**src/rtl/job_initiator.sv**
```systemverilog
// job_initiator: issues a counted burst of start/done jobs to one worker,
// measuring per-job latency, tracking the worst case and aborting on timeout.
`timescale 1ns/1ps
module job_initiator #(
    parameter int unsigned NJ_W       = 8,
    parameter int unsigned LAT_W      = 8,
    parameter int unsigned TIMEOUT    = 200,
    parameter int unsigned GAP_CYCLES = 2
) (
    input  logic             clock,
    input  logic             rst,
    input  logic             go,
    input  logic [NJ_W-1:0]  num_jobs,
    output logic             start,
    input  logic             done,
    output logic             busy,
    output logic             finished,
    output logic [NJ_W-1:0]  jobs_done,
    output logic [LAT_W-1:0] last_lat,
    output logic [LAT_W-1:0] max_lat,
    output logic             timeout_err
);

    localparam int unsigned GAP_W = $clog2(GAP_CYCLES + 2);
    localparam logic [LAT_W-1:0] LAT_LIMIT = LAT_W'(TIMEOUT);
    localparam logic [NJ_W-1:0]  NJ_MAX    = {NJ_W{1'b1}};

    typedef enum logic [2:0] {
        IDLE   = 3'd0,
        ISSUE  = 3'd1,
        WAIT   = 3'd2,
        GAP    = 3'd3,
        FINISH = 3'd4
    } state_t;

    state_t            state;
    state_t            state_next;
    logic [NJ_W-1:0]   remaining;
    logic [LAT_W-1:0]  lat;
    logic [GAP_W-1:0]  gap_cnt;

    logic accept;
    logic complete;
    logic expire;
    logic gap_elapsed;

    // Minimum inter-job gap reached once GAP_CYCLES cycles have been spent in GAP
    always_comb begin
        gap_elapsed = ((32'(gap_cnt) + 32'd1) >= GAP_CYCLES);
    end

    // State register
    always_ff @(posedge clock) begin
        if (rst) state <= IDLE;
        else     state <= state_next;
    end

    // Next-state logic and per-cycle datapath strobes
    always_comb begin
        state_next = state;
        accept     = 1'b0;
        complete   = 1'b0;
        expire     = 1'b0;
        case (state)
            IDLE: begin
                if (go) begin
                    accept     = 1'b1;
                    state_next = (num_jobs != '0) ? ISSUE : FINISH;
                end
            end
            ISSUE: begin
                state_next = WAIT;
            end
            WAIT: begin
                if (done) begin
                    complete   = 1'b1;
                    state_next = (remaining > NJ_W'(1)) ? GAP : FINISH;
                end else if (lat == LAT_LIMIT) begin
                    expire     = 1'b1;
                    state_next = FINISH;
                end
            end
            GAP: begin
                // A held level-done must drop before the next job is issued
                if (gap_elapsed && !done) state_next = ISSUE;
            end
            FINISH: begin
                state_next = IDLE;
            end
            default: begin
                state_next = IDLE;
            end
        endcase
    end

    // Registered handshake/status outputs, aligned with the state register
    always_ff @(posedge clock) begin
        if (rst) begin
            start    <= 1'b0;
            busy     <= 1'b0;
            finished <= 1'b0;
        end else begin
            start    <= (state_next == ISSUE);
            busy     <= (state_next != IDLE);
            finished <= (state_next == FINISH);
        end
    end

    // Job bookkeeping: remaining count, latency and gap counters
    always_ff @(posedge clock) begin
        if (rst) begin
            remaining <= '0;
            lat       <= '0;
            gap_cnt   <= '0;
        end else begin
            if (accept) remaining <= num_jobs;
            else if (complete) remaining <= remaining - NJ_W'(1);

            if (state == ISSUE) lat <= LAT_W'(1);
            else if (state == WAIT && !done && !expire) lat <= lat + LAT_W'(1);

            if (complete) gap_cnt <= '0;
            else if (state == GAP && !gap_elapsed) gap_cnt <= gap_cnt + GAP_W'(1);
        end
    end

    // Result registers; held in IDLE until the next accepted go
    always_ff @(posedge clock) begin
        if (rst) begin
            jobs_done   <= '0;
            last_lat    <= '0;
            max_lat     <= '0;
            timeout_err <= 1'b0;
        end else if (accept) begin
            jobs_done   <= '0;
            last_lat    <= '0;
            max_lat     <= '0;
            timeout_err <= 1'b0;
        end else begin
            if (complete) begin
                last_lat <= lat;
                if (lat > max_lat) max_lat <= lat;
                if (jobs_done != NJ_MAX) jobs_done <= jobs_done + NJ_W'(1);
            end
            if (expire) timeout_err <= 1'b1;
        end
    end

endmodule

```
**config.mk**
```make
export PLATFORM = sky130hd
export DESIGN_NAME = job_initiator
export DESIGN_NICKNAME = d
export VERILOG_FILES = /design/src/rtl/job_initiator.sv
export SDC_FILE = /design/constraint.sdc
export NUM_CORES = 1
export LEC_CHECK = 0
export ABC_CLOCK_PERIOD_IN_PS = 2050
export BUFFER_PORTS_ARGS = -buffer_cell sky130_fd_sc_hd__buf_2
export CAP_MARGIN = 5
export CELL_PAD_IN_SITES_DETAIL_PLACEMENT = 1
export CELL_PAD_IN_SITES_GLOBAL_PLACEMENT = 1
export CORE_MARGIN = 2
export CORE_UTILIZATION = 40
export DETAILED_ROUTE_END_ITERATION = 6
export GPL_TIMING_DRIVEN = 0
export PLACE_DENSITY_LB_ADDON = 0.1
export SYNTH_ARGS = -nofsm -noshare
export SYNTH_HDL_FRONTEND = slang
export SYNTH_SLANG_ARGS = --single-unit
```
**constraint.sdc**
```tcl
create_clock -name clock -period 2.05 [get_ports clock]
set_input_delay 0.1025 -clock clock [delete_from_list [all_inputs] [get_ports clock]]
set_output_delay 0.1025 -clock clock [all_outputs]
set_load 0.005 [all_outputs]
```
==> results.md <==
* Max IR drop VDD at 312 uV
* Final #Nets at 360
* Worst R2R Start: remaining[4]
* Reg clk slew, reported paths at 0.10 ns
* Worst hold path type: in -> reg
* MaxCap Viol Count at 0
* Register area share after synthesis at 39.2%
* Hold_sp: num_jobs[4]
* Worst-path maximum fanout at 6
* Worst R2R End: busy
* IO Count at 40
* Routed via count at 2270
* Clk_lat worst skew at 0.30 ns
* Die area at 6900 um2
* Nature of the critical path startpoint: flop
* Vias in the first global route at 2160
* Count leader, synth: dfxtp_1
* Post-CTS Hold Buffers at 0
* Post-synth ARST share at 0%
* FMAX at 505 MHz
* Global-route wire length before repair at 10600 um
* Residual DRC count at 0
* Fin Setup TNS at 0 ns
* Final min period at 1.98 ns
* Final hold viol count at 0
* Area Growth Syn to Fin at 17.5%
* DR WL/cell at 15.8 um
* Synth Register Bits at 49
* Routed WL at 6480 um
* Critical Path AT at 2.17 ns
* CTS Sinks at 49
* Initial cell density of the core at 41.7%
* R2r worst-path depth at 4
* Chip height at 83.1 um
* Row count at 28
* Post-synth net total at 313
* Worst Setup EP: busy
* Slew Limit Fails at 0
* Most used DFF post-synth: dfxtp_1
* Critical path launch point: remaining[4]
* Clk root buf: clkbuf_8
* Dpl ws at -0.0706 ns
* Core area at 5990 um2
* R2R setup slack at 0.07 ns
* Slew headroom at 58.6%
* Final setup fails at 0
* H-Tree Depth at 2
* Hpwl dp at 4840 um
* TritonCTS clock tree: built
* Drt initial violations at 77
* Critical path class: reg -> reg
* Status: finished, final reports clean
* Final WS setup at 0.0704 ns
* Post-route ant nets at 0
* Clock skew at 0.0104 ns
* Tightest Pin Transition at 0.620 ns
* CTS buffer count at 5
* RSZ-0062 raised after global routing: yes
* Die X at 83.1 um
* Port-buffer cells at 38
* Clock Path Buffers at 2
* Syn. warnings at 0
* Pleak at 1.13 nW
* Synth cell types at 55
* Netlist Area Pre-Place at 2500 um2
* CP required at 2.24 ns
* Total power at 1.94 mW
* Power Density at 662 nW/um2
* Post-synth EDFFs at 0
* Final Cycle Share at 96.6%
* Largest net degree at the start of global routing at 16
* 1st-pass router iterations at 4
* Crit path capture type: flop
* Aggregate global routing overflow at 0
* Ant. Diodes at 0
* Total Routing Usage GR at 18.6%
* Cells after Synth at 287
* Post-synth top cells: dfxtp_1, nand2_1, a21oi_1
* RD Place Congestion at 0.834
* Yosys top cell area share at 39.2%
* Area leader, netlist: dfxtp_1
* Vias per cell at 5.54
* Largest cells by area after synthesis: dfxtp_1, ha_1, nand2_1, a21oi_1, mux2i_1
* Synth Area per Inst at 8.71 um2
* Initial antenna violation count at 0
* Layout cell share with drive strength beyond 1 at 21.8%
metal layers:
metal | share of wire [%] | global-route usage, % | wire length, um | vias up
met5 | 0 | 0 | 0 | -
met4 | 1.0 | 3.28 | 66 | 0
met3 | 2.9 | 3.38 | 185 | 6
met2 | 48 | 31.8 | 3120 | 41
met1 | 48 | 24.9 | 3110 | 1101
li1 | - | - | - | 1122
sequential cells by signal (all words and copies together) (netlist names), 2 cells and up:
name,cells
jobs_done,8
last_lat,8
lat,8
max_lat,8
remaining,8
state,3
gap_cnt,2
cells in the final DEF, fill, tap and decap left out, types with 3 or more instances in the layout:
master and count:
a21oi_1 25, a31oi_1 3, a32oi_1 3, buf_2 41
buf_4 3, clkbuf_1 4, clkbuf_8 6, dfxtp_1 45
dfxtp_2 3, ha_1 14, inv_1 20, mux2i_1 10
nand2_1 41, nand3_1 4, nand4_1 8, nor2_1 17
nor3_1 4, o211ai_1 3, o21ai_0 9, or3_1 5
xnor2_1 5, xor2_1 6
repair_timing:
action	4_1_cts	5_1_grt
resized for setup	4	13
setup endpoints to repair	19	26
hold endpoints to repair	0	0
setup buffers	2	0
pin swaps	1	0
metrics by stage:
stage          utilization, %  instances  instance area, um2  hold slack (ns)
5_1_grt                  49.0        410                2940           0.0498
3_3_place_gp             46.5        400                2780            0.361
3_5_place_dp             46.5        400                2780            0.360
4_1_cts                  48.5        410                2900           0.0314
6_report                 49.0        410                2940           0.0315
2_1_floorplan               -        287                2500            0.239
critical path: stages (launching register included):
cell      delay [ns]
dfxtp_1         0.38
or4_4           0.56
o41ai_4         0.36
a311oi_1        0.19
or3_1           0.39
how the worst min path moves through the flow:
| stage | endpoint | depth (start not counted) |
|---|---|---|
| 6_report | remaining[4] | 3 |
| 5_1_grt | remaining[4] | 3 |
| 4_1_cts | remaining[4] | 3 |
| 3_5_place_dp | remaining[4] | 3 |
| 3_3_place_gp | remaining[4] | 3 |
| 2_1_floorplan | remaining[4] | 2 |
area by class of cell:
class                      count  area (um2)
buffer                        13        70.1
clock buffer                   6        82.6
clock inverter                 2        13.8
fill                         758        3050
inverter                      20        75.1
multi-input combinational    205        1410
sequential                    49         988
tap                           75        93.8
timing repair buffer          40         205
logic make-up (layout without fill, tap and decap cells):
kind of cell               count (synthesis)  in the layout  share of synthesized area [%]
AOI/OAI and AO/OA                         61             61                           16.8
xor gates and xnor gates                  11             11                           3.85
adders and majority gates                 14             14                           7.01
buffers and inverters                     33             81                           5.46
DFF                                       49             49                           39.2
muxes                                     10             10                           4.00
and+or+nand+nor                          109            109                           23.6
where the power goes:
group	internal, mW	switching, mW	total, mW
registers	0.987	0.0395	1.03
clock network	0.274	0.340	0.614
logic	0.118	0.184	0.303
total	1.38	0.563	1.94
No activity file was read; power rests on OpenSTA's default activity.
